`src/rtl/lsu_mem_bridge_pkg.sv`:
```
// Shared types and constants for the LSU-to-memory bridge.
// State encodings, bus geometry and legal access widths.
package lsu_mem_bridge_pkg;

    localparam int BUS_DATA_W = 64;
    localparam int BUS_STRB_W = 8;

    localparam logic [3:0] WIDTH_B = 4'd1;
    localparam logic [3:0] WIDTH_H = 4'd2;
    localparam logic [3:0] WIDTH_W = 4'd4;
    localparam logic [3:0] WIDTH_D = 4'd8;

    typedef enum logic [2:0] {
        ST_IDLE = 3'd0,
        ST_REQ0 = 3'd1,
        ST_RSP0 = 3'd2,
        ST_REQ1 = 3'd3,
        ST_RSP1 = 3'd4,
        ST_DONE = 3'd5
    } state_t;

    typedef struct packed {
        logic [63:0] addr;
        logic [63:0] data;
        logic        dir;
        logic [3:0]  width;
    } req_t;

    function automatic logic width_legal(input logic [3:0] width);
        return (width == WIDTH_B) || (width == WIDTH_H) ||
               (width == WIDTH_W) || (width == WIDTH_D);
    endfunction

endpackage

```
`src/rtl/lsu_mem_bridge_align.sv`:
```
// Lane alignment: byte strobes, write-data lane shift and read right-justify.
// Latency: combinational. Backpressure: none, pure function of its inputs.
// Consumer picks beat 0 from bits [7:0]/[63:0] and beat 1 from the upper halves.
module lsu_mem_bridge_align
    import lsu_mem_bridge_pkg::*;
(
    input  logic [2:0]              off,
    input  logic [3:0]              width,
    input  logic                    dir,
    input  logic [BUS_DATA_W-1:0]   wdata,
    input  logic [BUS_DATA_W-1:0]   rdata0,
    input  logic [BUS_DATA_W-1:0]   rdata1,
    input  logic                    split,
    output logic [15:0]             s16,
    output logic [127:0]            wdata16,
    output logic [BUS_DATA_W-1:0]   rdata
);

    logic [15:0]           width_mask;
    logic [5:0]            rsh;
    logic [6:0]            lsh;
    logic [BUS_DATA_W-1:0] rjust;

    always_comb begin
        width_mask = (16'd1 << width) - 16'd1;
        s16        = dir ? (width_mask << off) : 16'd0;
        wdata16    = {64'd0, wdata} << {off, 3'b000};

        // Second beat supplies the bytes that spilled past the 8-byte line.
        rsh   = {off, 3'b000};
        lsh   = 7'd64 - {1'b0, off, 3'b000};
        rjust = (rdata0 >> rsh) | (split ? (rdata1 << lsh) : 64'd0);

        rdata = '0;
        for (int b = 0; b < BUS_STRB_W; b++) begin
            rdata[8*b +: 8] = width_mask[b] ? rjust[8*b +: 8] : 8'h00;
        end
    end

endmodule

```
`src/rtl/lsu_mem_bridge.sv`:
```
// LSU request to 64-bit req/gnt/rvalid bus bridge, splitting line-crossing accesses.
// Latency: 3 cycles aligned, 5 split, 1 for illegal width (zero-wait bus).
// Backpressure: bus_req held until bus_gnt; each wait bounded by TIMEOUT_CYCLES.
module lsu_mem_bridge
    import lsu_mem_bridge_pkg::*;
#(
    parameter int unsigned TIMEOUT_CYCLES = 1023
)
(
    input  logic                    core_clk,
    input  logic                    core_rst_n,
    input  logic                    lsu_memory_valid,
    input  logic [63:0]             lsu_memory_addr,
    input  logic [63:0]             lsu_memory_data,
    input  logic                    lsu_memory_dir,
    input  logic [3:0]              lsu_memory_width,
    output logic                    memory_lsu_valid,
    output logic [63:0]             memory_lsu_data,
    output logic                    memory_lsu_err,
    output logic                    bus_req,
    output logic                    bus_we,
    output logic [63:0]             bus_addr,
    output logic [BUS_DATA_W-1:0]   bus_wdata,
    output logic [BUS_STRB_W-1:0]   bus_wstrb,
    input  logic                    bus_gnt,
    input  logic                    bus_rvalid,
    input  logic [BUS_DATA_W-1:0]   bus_rdata
);

    localparam int unsigned      CNT_W    = $clog2(TIMEOUT_CYCLES + 1);
    localparam logic [CNT_W-1:0] TMO_LAST = CNT_W'(TIMEOUT_CYCLES - 1);

    state_t                 state_q, state_d;
    req_t                   req_q;
    logic                   split_q;
    logic [BUS_DATA_W-1:0]  rdata0_q;
    logic [CNT_W-1:0]       tmo_q;

    logic [15:0]            s16;
    logic [127:0]           wdata16;
    logic [BUS_DATA_W-1:0]  rd_res;
    logic [BUS_DATA_W-1:0]  rdata0_sel;
    logic [63:0]            beat0_addr;
    logic [4:0]             span;
    logic                   tmo_hit;
    logic                   in_wait;
    logic                   fin;
    logic                   fin_err;
    logic [63:0]            fin_data;
    logic                   cap_rd0;

    assign beat0_addr = {req_q.addr[63:3], 3'b000};
    assign span       = {2'b00, lsu_memory_addr[2:0]} + {1'b0, lsu_memory_width};
    assign tmo_hit    = (tmo_q == TMO_LAST);
    assign in_wait    = (state_q == ST_REQ0) || (state_q == ST_RSP0) ||
                        (state_q == ST_REQ1) || (state_q == ST_RSP1);
    // Single-beat completion reads straight off the bus in the capture cycle.
    assign rdata0_sel = (state_q == ST_RSP0) ? bus_rdata : rdata0_q;

    lsu_mem_bridge_align u_align (
        .off     (req_q.addr[2:0]),
        .width   (req_q.width),
        .dir     (req_q.dir),
        .wdata   (req_q.data),
        .rdata0  (rdata0_sel),
        .rdata1  (bus_rdata),
        .split   (split_q),
        .s16     (s16),
        .wdata16 (wdata16),
        .rdata   (rd_res)
    );

    always_comb begin
        state_d  = state_q;
        fin      = 1'b0;
        fin_err  = 1'b0;
        fin_data = '0;
        cap_rd0  = 1'b0;
        case (state_q)
            ST_IDLE: begin
                if (lsu_memory_valid) begin
                    if (width_legal(lsu_memory_width)) begin
                        state_d = ST_REQ0;
                    end else begin
                        state_d = ST_DONE;
                        fin     = 1'b1;
                        fin_err = 1'b1;
                    end
                end
            end
            ST_REQ0, ST_REQ1: begin
                if (bus_gnt) begin
                    state_d = (state_q == ST_REQ0) ? ST_RSP0 : ST_RSP1;
                end else if (tmo_hit) begin
                    state_d = ST_DONE;
                    fin     = 1'b1;
                    fin_err = 1'b1;
                end
            end
            ST_RSP0, ST_RSP1: begin
                if (bus_rvalid) begin
                    if (state_q == ST_RSP0 && split_q) begin
                        state_d = ST_REQ1;
                        cap_rd0 = 1'b1;
                    end else begin
                        state_d  = ST_DONE;
                        fin      = 1'b1;
                        fin_data = req_q.dir ? 64'd0 : rd_res;
                    end
                end else if (tmo_hit) begin
                    state_d = ST_DONE;
                    fin     = 1'b1;
                    fin_err = 1'b1;
                end
            end
            ST_DONE: state_d = ST_IDLE;
            default: state_d = ST_IDLE;
        endcase
    end

    always_comb begin
        bus_req   = 1'b0;
        bus_we    = 1'b0;
        bus_addr  = '0;
        bus_wdata = '0;
        bus_wstrb = '0;
        if (state_q == ST_REQ0) begin
            bus_req   = 1'b1;
            bus_we    = req_q.dir;
            bus_addr  = beat0_addr;
            bus_wdata = req_q.dir ? wdata16[63:0] : 64'd0;
            bus_wstrb = s16[7:0];
        end else if (state_q == ST_REQ1) begin
            bus_req   = 1'b1;
            bus_we    = req_q.dir;
            bus_addr  = beat0_addr + 64'd8;
            bus_wdata = req_q.dir ? wdata16[127:64] : 64'd0;
            bus_wstrb = s16[15:8];
        end
    end

    always_ff @(posedge core_clk or negedge core_rst_n) begin
        if (!core_rst_n) begin
            state_q          <= ST_IDLE;
            req_q            <= '0;
            split_q          <= 1'b0;
            rdata0_q         <= '0;
            tmo_q            <= '0;
            memory_lsu_valid <= 1'b0;
            memory_lsu_err   <= 1'b0;
            memory_lsu_data  <= '0;
        end else begin
            state_q <= state_d;
            if (state_q == ST_IDLE && lsu_memory_valid) begin
                req_q.addr  <= lsu_memory_addr;
                req_q.data  <= lsu_memory_data;
                req_q.dir   <= lsu_memory_dir;
                req_q.width <= lsu_memory_width;
                split_q     <= (span > 5'd8);
            end
            if (cap_rd0) begin
                rdata0_q <= bus_rdata;
            end
            // Every REQn/RSPn entry restarts the per-beat wait budget.
            if (state_d != state_q) begin
                tmo_q <= '0;
            end else if (in_wait) begin
                tmo_q <= tmo_q + 1'b1;
            end
            memory_lsu_valid <= fin;
            if (fin) begin
                memory_lsu_err  <= fin_err;
                memory_lsu_data <= fin_data;
            end
        end
    end

endmodule

```
`config.mk`:
```
export PLATFORM = sky130hd
export DESIGN_NAME = lsu_mem_bridge
export DESIGN_NICKNAME = d
export VERILOG_FILES = /design/src/rtl/lsu_mem_bridge_pkg.sv /design/src/rtl/lsu_mem_bridge_align.sv /design/src/rtl/lsu_mem_bridge.sv
export SDC_FILE = /design/constraint.sdc
export NUM_CORES = 1
export LEC_CHECK = 0
export ABC_AREA = 1
export CAP_MARGIN = 20
export CORE_MARGIN = 3
export CORE_UTILIZATION = 50
export CTS_CLUSTER_DIAMETER = 100
export DETAILED_ROUTE_END_ITERATION = 10
export GPL_TIMING_DRIVEN = 1
export PLACE_DENSITY_LB_ADDON = 0.25
export SLEW_MARGIN = 40
export SYNTH_ARGS = -nofsm -noshare
export SYNTH_HDL_FRONTEND = slang
export SYNTH_SLANG_ARGS = --single-unit
```
`constraint.sdc`:
```
create_clock -name core_clk -period 6.9 [get_ports core_clk]
set_clock_uncertainty 0.05 [all_clocks]
set_input_delay 1.38 -clock core_clk [delete_from_list [all_inputs] [get_ports core_clk]]
set_output_delay 1.38 -clock core_clk [all_outputs]
set_load 0.02 [all_outputs]
```
==> out/qor.log, run 1 <==
[routing] post-DR wirelength/cell 22.2 um
[cells_and_area] cell area after layout 0.0262 sq mm
[clocking] # clock sinks 277
[worst_setup_path] Buf+Inv Stages, Crit Path 5
[power] P_int 5.81 mW
[synth] ys flop type dfrtp_1
[synth] Yosys top cell by area dfrtp_1
[worst_setup_path] Reg-to-Reg End memory_lsu_data[33]
[synth] most instantiated library cell after synthesis nand2_1
[worst_setup_path] data arrival time of the worst path 4.18 ns
[hold_path] type of the tightest min-delay check reg2reg
[synth] EDFF count, synth 0
[routing] total via count after detailed routing 25249
[floorplan] Horiz. Die Dim 211 um
[place] total half-perimeter wirelength after legalization and detailed placement 67.3 mm
[job] max-capacitance violation count 0
[synth] Yosys warning count 0
[timing] number of hold violations in the final report 0
[worst_setup_path] cell seen most often among critical-path stages nand2_1
[place] Routability Congestion 1.03
[clocking] maximum count of clock buffers along a single path 3
[worst_setup_path] CP Cell Sequence clkinv_2, nor2_1, buf_4, inv_1, o21a_1, nand2_1, inv_1, nand2_1, nand2_1, nand2_1, nand2_1, clkdlybuf4s50_1
[clocking] TritonCTS clock tree built
[grt] initial antenna violation count 6
[routing] Pre-antenna DRT Iters 7
[floorplan] cell row count 74
[worst_setup_path] stage delay of the slowest cell on the critical path 0.96 ns
[timing] top achievable clock speed 0.178 GHz
[grt] via count of the first global-routing pass 24075
[power] Peak VDD IR 245 uV
[worst_setup_path] category of the critical setup timing path reg2out
[clocking] Post-CTS Hold Buffers 0
[clocking] clock insertion delay at the later pin of the skew report 0.56 ns
[routing] number of vias per cell after detailed routing 6.03
[worst_setup_path] end point of the critical path bus_wstrb[6]
[worst_setup_path] CP Data Required Time 5.47 ns
[synth] Post-synth top cells nand2_1, nand3_1, o21ai_0
[routing] DRC violations left 0
[worst_setup_path] beginning of the worst register-to-register path req_q[69]
[grt] global route total overflow 0
[floorplan] die area 0.0443 sq mm
[worst_setup_path] Slowest cell on crit path dfrtp_4
[synth] most area-consuming cells after synthesis dfrtp_1, nand2_1, nand3_1
[clocking] total CTS buffers 35
[synth] Unique masters post-synth 52
[power] Logic pwr share 59.9%
[routing] DRT iter0 DRCs 3411
[synth] Post-Syn Instances 3357
[floorplan] overall die height 211 um
[worst_setup_path] number of cells on the worst reg-to-reg path 8
[grt] pin count of the biggest net entering global routing 109
[synth] total standard cell area after synthesis 0.0209 sq mm
[power] clock group share of total power 16.0%
[cells_and_area] # nets final 3832
[cells_and_area] share of layout cells above drive strength 1 4.03%
[floorplan] top-level port count 406
[timing] final worst hold slack 0.432 ns
[timing] final setup violating endpoints 0
[worst_setup_path] timing startpoint of the critical path req_q[69]
[timing] headroom to the max-slew limit 43.6%
[clocking] Root Driver clkbuf_16
[power] switching part of the total power 53.3%
[routing] number of nets still failing antenna checks after routing 0
[synth] share of flip-flops with an asynchronous set or reset 100%
[clocking] CTS clock-pin slew for the worst setup and hold paths 0.06 ns
[clocking] number of setup buffers added after CTS 0
[power] net switching component of the power 6.64 mW
[power] leakage power figure 12.0 nW
[synth] post-synthesis sequential area ratio 33.1%
[grt] aggregate global-route resource usage 40.8%
[synth] top cell type's share of synthesized area 33.1%
[timing] transition at the pin with the smallest max-transition slack 0.846 ns
[worst_setup_path] FF-to-FF setup slack 1.99 ns
[worst_setup_path] critical path capture point type output pin
[worst_setup_path] WP depth 12
[place] area of placed instances 0.0249 sq mm
[power] proportion of power drawn by flip-flops and latches 24.1%
[timing] count of pins over their slew limit 0
[timing] RSZ-0062 raised after global routing false
[worst_setup_path] nature of the critical path startpoint flop
[power] power per unit of standard cell area 475 mW/mm^2
[outcome] outcome finished, final reports clean
[floorplan] effective utilization at floorplan 50.9%
[timing] Period Utilization, post-route 81.3%
[timing] TNS Setup 0 ns
[floorplan] core area 0.0411 sq mm
[clocking] H-tree level count 2
[grt] first-pass GRT wire length 141 mm
[synth] number of synthesized register bits 277
[worst_setup_path] kind of cell adding the most delay to the critical path buffers and inverters
[synth] syn avg cell area 6.23 sq um
[worst_setup_path] critical path peak fanout 81
[place] Buffers on Ports 402
[timing] Period minus WS final 5.61 ns
[clocking] Resized cells post-CTS 0
[routing] total routed wirelength 92.9 mm
[cells_and_area] area growth from synthesis to final layout 25.2%
==> metrics by stage <==
| stage | util (%) | cells | power, mW | setup slack [ns] |
|---|---|---|---|---|
| 2_1_floorplan | - | 3359 | 7.64 | 3.35 |
| 3_3_place_gp | 60.6 | 4115 | 10.1 | 1.96 |
| 3_5_place_dp | 60.6 | 4115 | 10.2 | 1.97 |
| 4_1_cts | 63.6 | 4178 | 12.2 | 1.37 |
| 5_1_grt | 63.7 | 4183 | 13.2 | 1.09 |
| 6_report | 63.7 | 4184 | 12.4 | 1.29 |
==> how the worst min path moves through the flow <==
stage / start / end / slack [ns] / cells after the start
6_report: memory_lsu_data[62] / memory_lsu_data[62] / 0.43 / 2
4_1_cts: memory_lsu_data[43] / memory_lsu_data[43] / 0.43 / 2
3_3_place_gp: memory_lsu_data[63] / memory_lsu_data[63] / 0.40 / 2
2_1_floorplan: rdata0_q[41] / rdata0_q[41] / 0.39 / 2
5_1_grt: memory_lsu_data[42] / memory_lsu_data[42] / 0.45 / 2
3_5_place_dp: memory_lsu_data[43] / memory_lsu_data[43] / 0.42 / 2
==> sequential cells by signal, summed over array words and instances (netlist names) <==
signal,count
req_q,72
memory_lsu_data,64
rdata0_q,64
beat0_addr,61
tmo_q,10
state_q,3
memory_lsu_err,1
memory_lsu_valid,1
split_q,1
==> final cells by class <==
type                       instances  area [sq um]
clock buffer                      44           971
tap                              532           666
inverter                         252           957
antenna                            5          12.5
sequential                       277          6940
multi-input combinational       2625         12100
timing repair buffer             430          4290
clock inverter                    19           253
fill                            3641         14900
==> placed cells by master, fill, tap and decap left out, types with 23 or more instances in the layout <==
master,netlist,layout
clkdlybuf4s50_1,0,401
nor3_1,32,32
dfrtp_1,277,275
o211ai_1,30,30
o21ai_0,359,359
a21oi_1,35,35
nor2_1,192,191
o22ai_1,38,38
nand2_1,1327,1325
nand3_1,403,403
nand4_1,23,23
inv_1,239,236
xor2_1,36,36
o221ai_1,42,42
clkbuf_16,0,36
==> power groups by stage <==
stage	clock network, mW	logic [mW]	registers, mW
after floorplan	0	4.82	2.82
after global placement	0	7.11	2.96
after detailed placement	0	7.22	2.98
after CTS	2.01	7.26	2.96
after global routing	2.07	8.09	3.06
final	2.00	7.45	3.00
==> tightest hold or removal path, cell delays in order, from the launching register on <==
cell,delay (ns)
dfrtp_1,0.35
nand2_1,0.06
nand2_1,0.05
==> layer usage <==
| metal | GRT usage [%] | up-vias | routed length (um) |
|---|---|---|---|
| li1 | - | 11505 | - |
| met1 | 53.0 | 11729 | 35900 |
| met2 | 63.1 | 1695 | 40600 |
| met3 | 8.84 | 318 | 10300 |
| met4 | 23.3 | 2 | 6020 |
| met5 | 0 | - | 10 |
==> logic make-up after synthesis <==
kind of cell | share of synthesized area [%]
compound gates | 14.6
simple gates | 39.9
buf+inv | 9.10
other cells | 0.0179
xor+xnor | 1.71
fa+ha+maj | 0.574
mux | 0.891
flops | 33.1
No activity file was read; power rests on OpenSTA's default activity.
==> run 2: changes to the inputs <==
Clock period 6.9 ns to 5.2 ns, I/O delays scaled along.
==> run 2 against run 1 <==
  * Clock power up 28%
  * Sequential power is 31% higher
  * Sequential share of layout area fell by 0.053 points
  * Critical path type unchanged
  * Largest power group unchanged
==> out/qor.log, run 2 (synthesized netlist as in run 1, its figures left out) <==
[grt] pin count of the biggest net entering global routing 131 [was 109]
[clocking] number of setup buffers added after CTS 0 [unchanged]
[place] area of placed instances 0.0250 sq mm [was 0.0249 sq mm]
[cells_and_area] leading cell types in the layout, fill and taps excluded nand2_1, nand3_1, clkdlybuf4s50_1, o21ai_0, dfrtp_1 [unchanged]
[cells_and_area] share of layout cells above drive strength 1 4.24% [was 4.03%]
[timing] top achievable clock speed 0.209 GHz
[routing] number of vias per cell after detailed routing 6.00 [was 6.03]
[timing] headroom to the max-slew limit 37.1% [was 43.6%]
[cells_and_area] # nets final 3844 [was 3832]
[grt] grt met3 use 9.06% [was 8.84%]
[cells_and_area] combined area of the multi-input logic cells 0.0121 sq mm [about the same]
[worst_setup_path] critical path capture point type output pin [unchanged]
[cells_and_area] largest registers ranked by flip-flop count req_q x72, memory_lsu_data x64, rdata0_q x64 [unchanged]
[job] max-capacitance violation count 0 [unchanged]
[place] Buffers on Ports 402 [unchanged]
[worst_setup_path] Buf+Inv Stages, Crit Path 3 [was 5]
[power] power per unit of standard cell area 628 mW/mm^2 [was 475 mW/mm^2]
[timing] count of pins over their slew limit 0 [unchanged]
[clocking] CTS clock-pin slew for the worst setup and hold paths 0.06 ns [about the same]
[worst_setup_path] CP Data Required Time 4.11 ns [was 5.47 ns]
[worst_setup_path] category of the critical setup timing path reg2out [unchanged]
[timing] final setup violating endpoints 0 [unchanged]
[clocking] Root Driver clkbuf_16 [unchanged]
[cells_and_area] most common library cell in the layout ignoring fill and taps nand2_1 [unchanged]
[place] Routability Congestion 1.07 [was 1.03]
[routing] total via count after detailed routing 25184 [was 25249]
[timing] Period minus WS final 4.79 ns
[grt] met1 GRT Util 52.0% [was 53.0%]
[grt] aggregate global-route resource usage 39.9% [was 40.8%]
[routing] number of nets still failing antenna checks after routing 0 [unchanged]
[place] total half-perimeter wirelength after legalization and detailed placement 66.5 mm [was 67.3 mm]
[power] P_int 7.71 mW [was 5.81 mW]
[power] clock group share of total power 15.6% [was 16.0%]
[floorplan] cell row count 74 [unchanged]
[timing] Period Utilization, post-route 92.2%
[power] Logic pwr share 60.6% [was 59.9%]
[grt] initial antenna violation count 11 [was 6]
[floorplan] Horiz. Die Dim 211 um [unchanged]
[clocking] Resized cells post-CTS 0 [unchanged]
[timing] TNS Setup 0 ns [unchanged]
[cells_and_area] area of all sequential standard cells 0.00694 sq mm [unchanged]
[routing] post-DR wirelength/cell 21.6 um [was 22.2 um]
[floorplan] top-level port count 406 [unchanged]
[grt] first-pass GRT wire length 138 mm [was 141 mm]
[clocking] H-tree level count 2 [unchanged]
[routing] DRC violations left 0 [unchanged]
[grt] via count of the first global-routing pass 23855 [was 24075]
[worst_setup_path] number of cells on the worst reg-to-reg path 8 [unchanged]
[outcome] outcome finished, final reports clean [unchanged]
[worst_setup_path] Slowest cell on crit path dfrtp_1 [was dfrtp_4]
[routing] DRT iter0 DRCs 3587 [was 3411]
[clocking] TritonCTS clock tree built [unchanged]
[worst_setup_path] kind of cell adding the most delay to the critical path buffers and inverters [unchanged]
[power] net switching component of the power 8.78 mW [was 6.64 mW]
[worst_setup_path] critical path peak fanout 14 [was 81]
[grt] global route total overflow 0 [unchanged]
[power] proportion of power drawn by flip-flops and latches 23.8% [was 24.1%]
[cells_and_area] largest register by flop count req_q [unchanged]
[floorplan] overall die height 211 um [unchanged]
[timing] transition at the pin with the smallest max-transition slack 0.933 ns [was 0.846 ns]
[floorplan] effective utilization at floorplan 50.9% [unchanged]
[clocking] total CTS buffers 35 [unchanged]
[routing] Pre-antenna DRT Iters 7 [unchanged]
[cells_and_area] count of non-filler cells in the finished layout 4197 [was 4184]
[cells_and_area] cell area after layout 0.0262 sq mm [about the same]
[floorplan] die area 0.0443 sq mm [unchanged]
[cells_and_area] area growth from synthesis to final layout 25.4% [was 25.2%]
[grt] busiest metal layer after global routing met2 [unchanged]
[timing] number of hold violations in the final report 0 [unchanged]
[clocking] Post-CTS Hold Buffers 0 [unchanged]
[timing] RSZ-0062 raised after global routing false [unchanged]
[worst_setup_path] Reg-to-Reg End memory_lsu_data[52] [was memory_lsu_data[33]]
[routing] total routed wirelength 90.8 mm [was 92.9 mm]
[hold_path] type of the tightest min-delay check in2async [was reg2reg]
[worst_setup_path] beginning of the worst register-to-register path req_q[69] [unchanged]
[floorplan] core area 0.0411 sq mm [unchanged]
[clocking] maximum count of clock buffers along a single path 3 [unchanged]
[cells_and_area] filler instances 3812 [was 3641]
[power] Peak VDD IR 315 uV [was 245 uV]
[worst_setup_path] FF-to-FF setup slack 1.26 ns [was 1.99 ns]
[cells_and_area] max FFs per register 72 [unchanged]
[worst_setup_path] data arrival time of the worst path 3.70 ns [was 4.18 ns]
[worst_setup_path] nature of the critical path startpoint flop [unchanged]
[place] Post-Place Cells 4127 [was 4115]
[power] total power consumption of the routed design 16.5 mW [was 12.4 mW]
[worst_setup_path] CP Cell Sequence inv_1, nand3_1, ha_1, inv_1, a21oi_1, nand3_1, nand3_1, nand3_1, nand2_1, nand2_1, nand2_1, nand2_1, clkdlybuf4s50_1 [was clkinv_2, nor2_1, buf_4, inv_1, o21a_1, nand2_1, inv_1, nand2_1, nand2_1, nand2_1, nand2_1, clkdlybuf4s50_1]
[clocking] clock insertion delay at the later pin of the skew report 0.56 ns [about the same]
[grt] met2 usage in global routing 60.5% [was 63.1%]
[clocking] # clock sinks 277 [unchanged]
[worst_setup_path] stage delay of the slowest cell on the critical path 0.57 ns [was 0.96 ns]
[power] switching part of the total power 53.2% [was 53.3%]
[power] leakage power figure 12.1 nW [was 12.0 nW]
[run 2: cell count changes in the layout (fill, tap and decap cells not counted), sizes merged]
cell	previous run	this run
clkinvlp	4	3
inv	250	249
bufinv	5	3
diode	5	8
buf	29	41
clkbuf	44	48
clkinv	12	10
[run 2: cell type report]
class | instances | share of cell area (%)
Inverter | 252 | 3.64
Clock buffer | 48 | 3.95
Tap cell | 532 | 2.54
Multi-Input combinational cell | 2625 | 46.1
Clock inverter | 13 | 0.577
Antenna cell | 8 | 0.0763
Sequential cell | 277 | 26.4
Timing Repair Buffer | 442 | 16.7
[run 2: how the worst max path moves through the flow]
| stage | start | end | slack, ns | depth (start not counted) |
|---|---|---|---|---|
| final | req_q[3] | bus_wstrb[6] | 0.41 | 13 |
| after CTS | req_q[3] | bus_wstrb[5] | 0.45 | 13 |
| after global routing | req_q[3] | bus_wstrb[6] | 0.10 | 13 |
| after floorplan | req_q[3] | bus_wstrb[4] | 1.99 | 14 |
| after global placement | req_q[3] | bus_wstrb[5] | 1.03 | 13 |
| after detailed placement | req_q[3] | bus_wstrb[5] | 1.03 | 13 |
[run 2: power groups by stage]
stage	combinational (mW)	sequential, mW	clock [mW]
after floorplan	6.40	3.74	0
after global placement	9.54	3.88	0
after detailed placement	9.65	3.91	0
after CTS	9.71	3.88	2.59
after global routing	10.9	4.01	2.67
final	10.0	3.93	2.57
[run 2: per-stage QoR]
step | utilization, % | setup WS (ns) | hold slack (ns)
6_report | 63.8 | 0.405 | 0.375
5_1_grt | 63.8 | 0.105 | 0.431
4_1_cts | 63.7 | 0.450 | 0.416
3_5_place_dp | 60.8 | 1.03 | 0.413
3_3_place_gp | 60.8 | 1.03 | 0.407
2_1_floorplan | - | 1.99 | 0.392
[run 2: per-layer routing]
| layer | wire length, um | up-vias |
|---|---|---|
| met3 | 10200 | 297 |
| met4 | 6160 | 6 |
| met1 | 35200 | 11689 |
| met5 | 38 | - |
| li1 | - | 11522 |
| met2 | 39200 | 1670 |
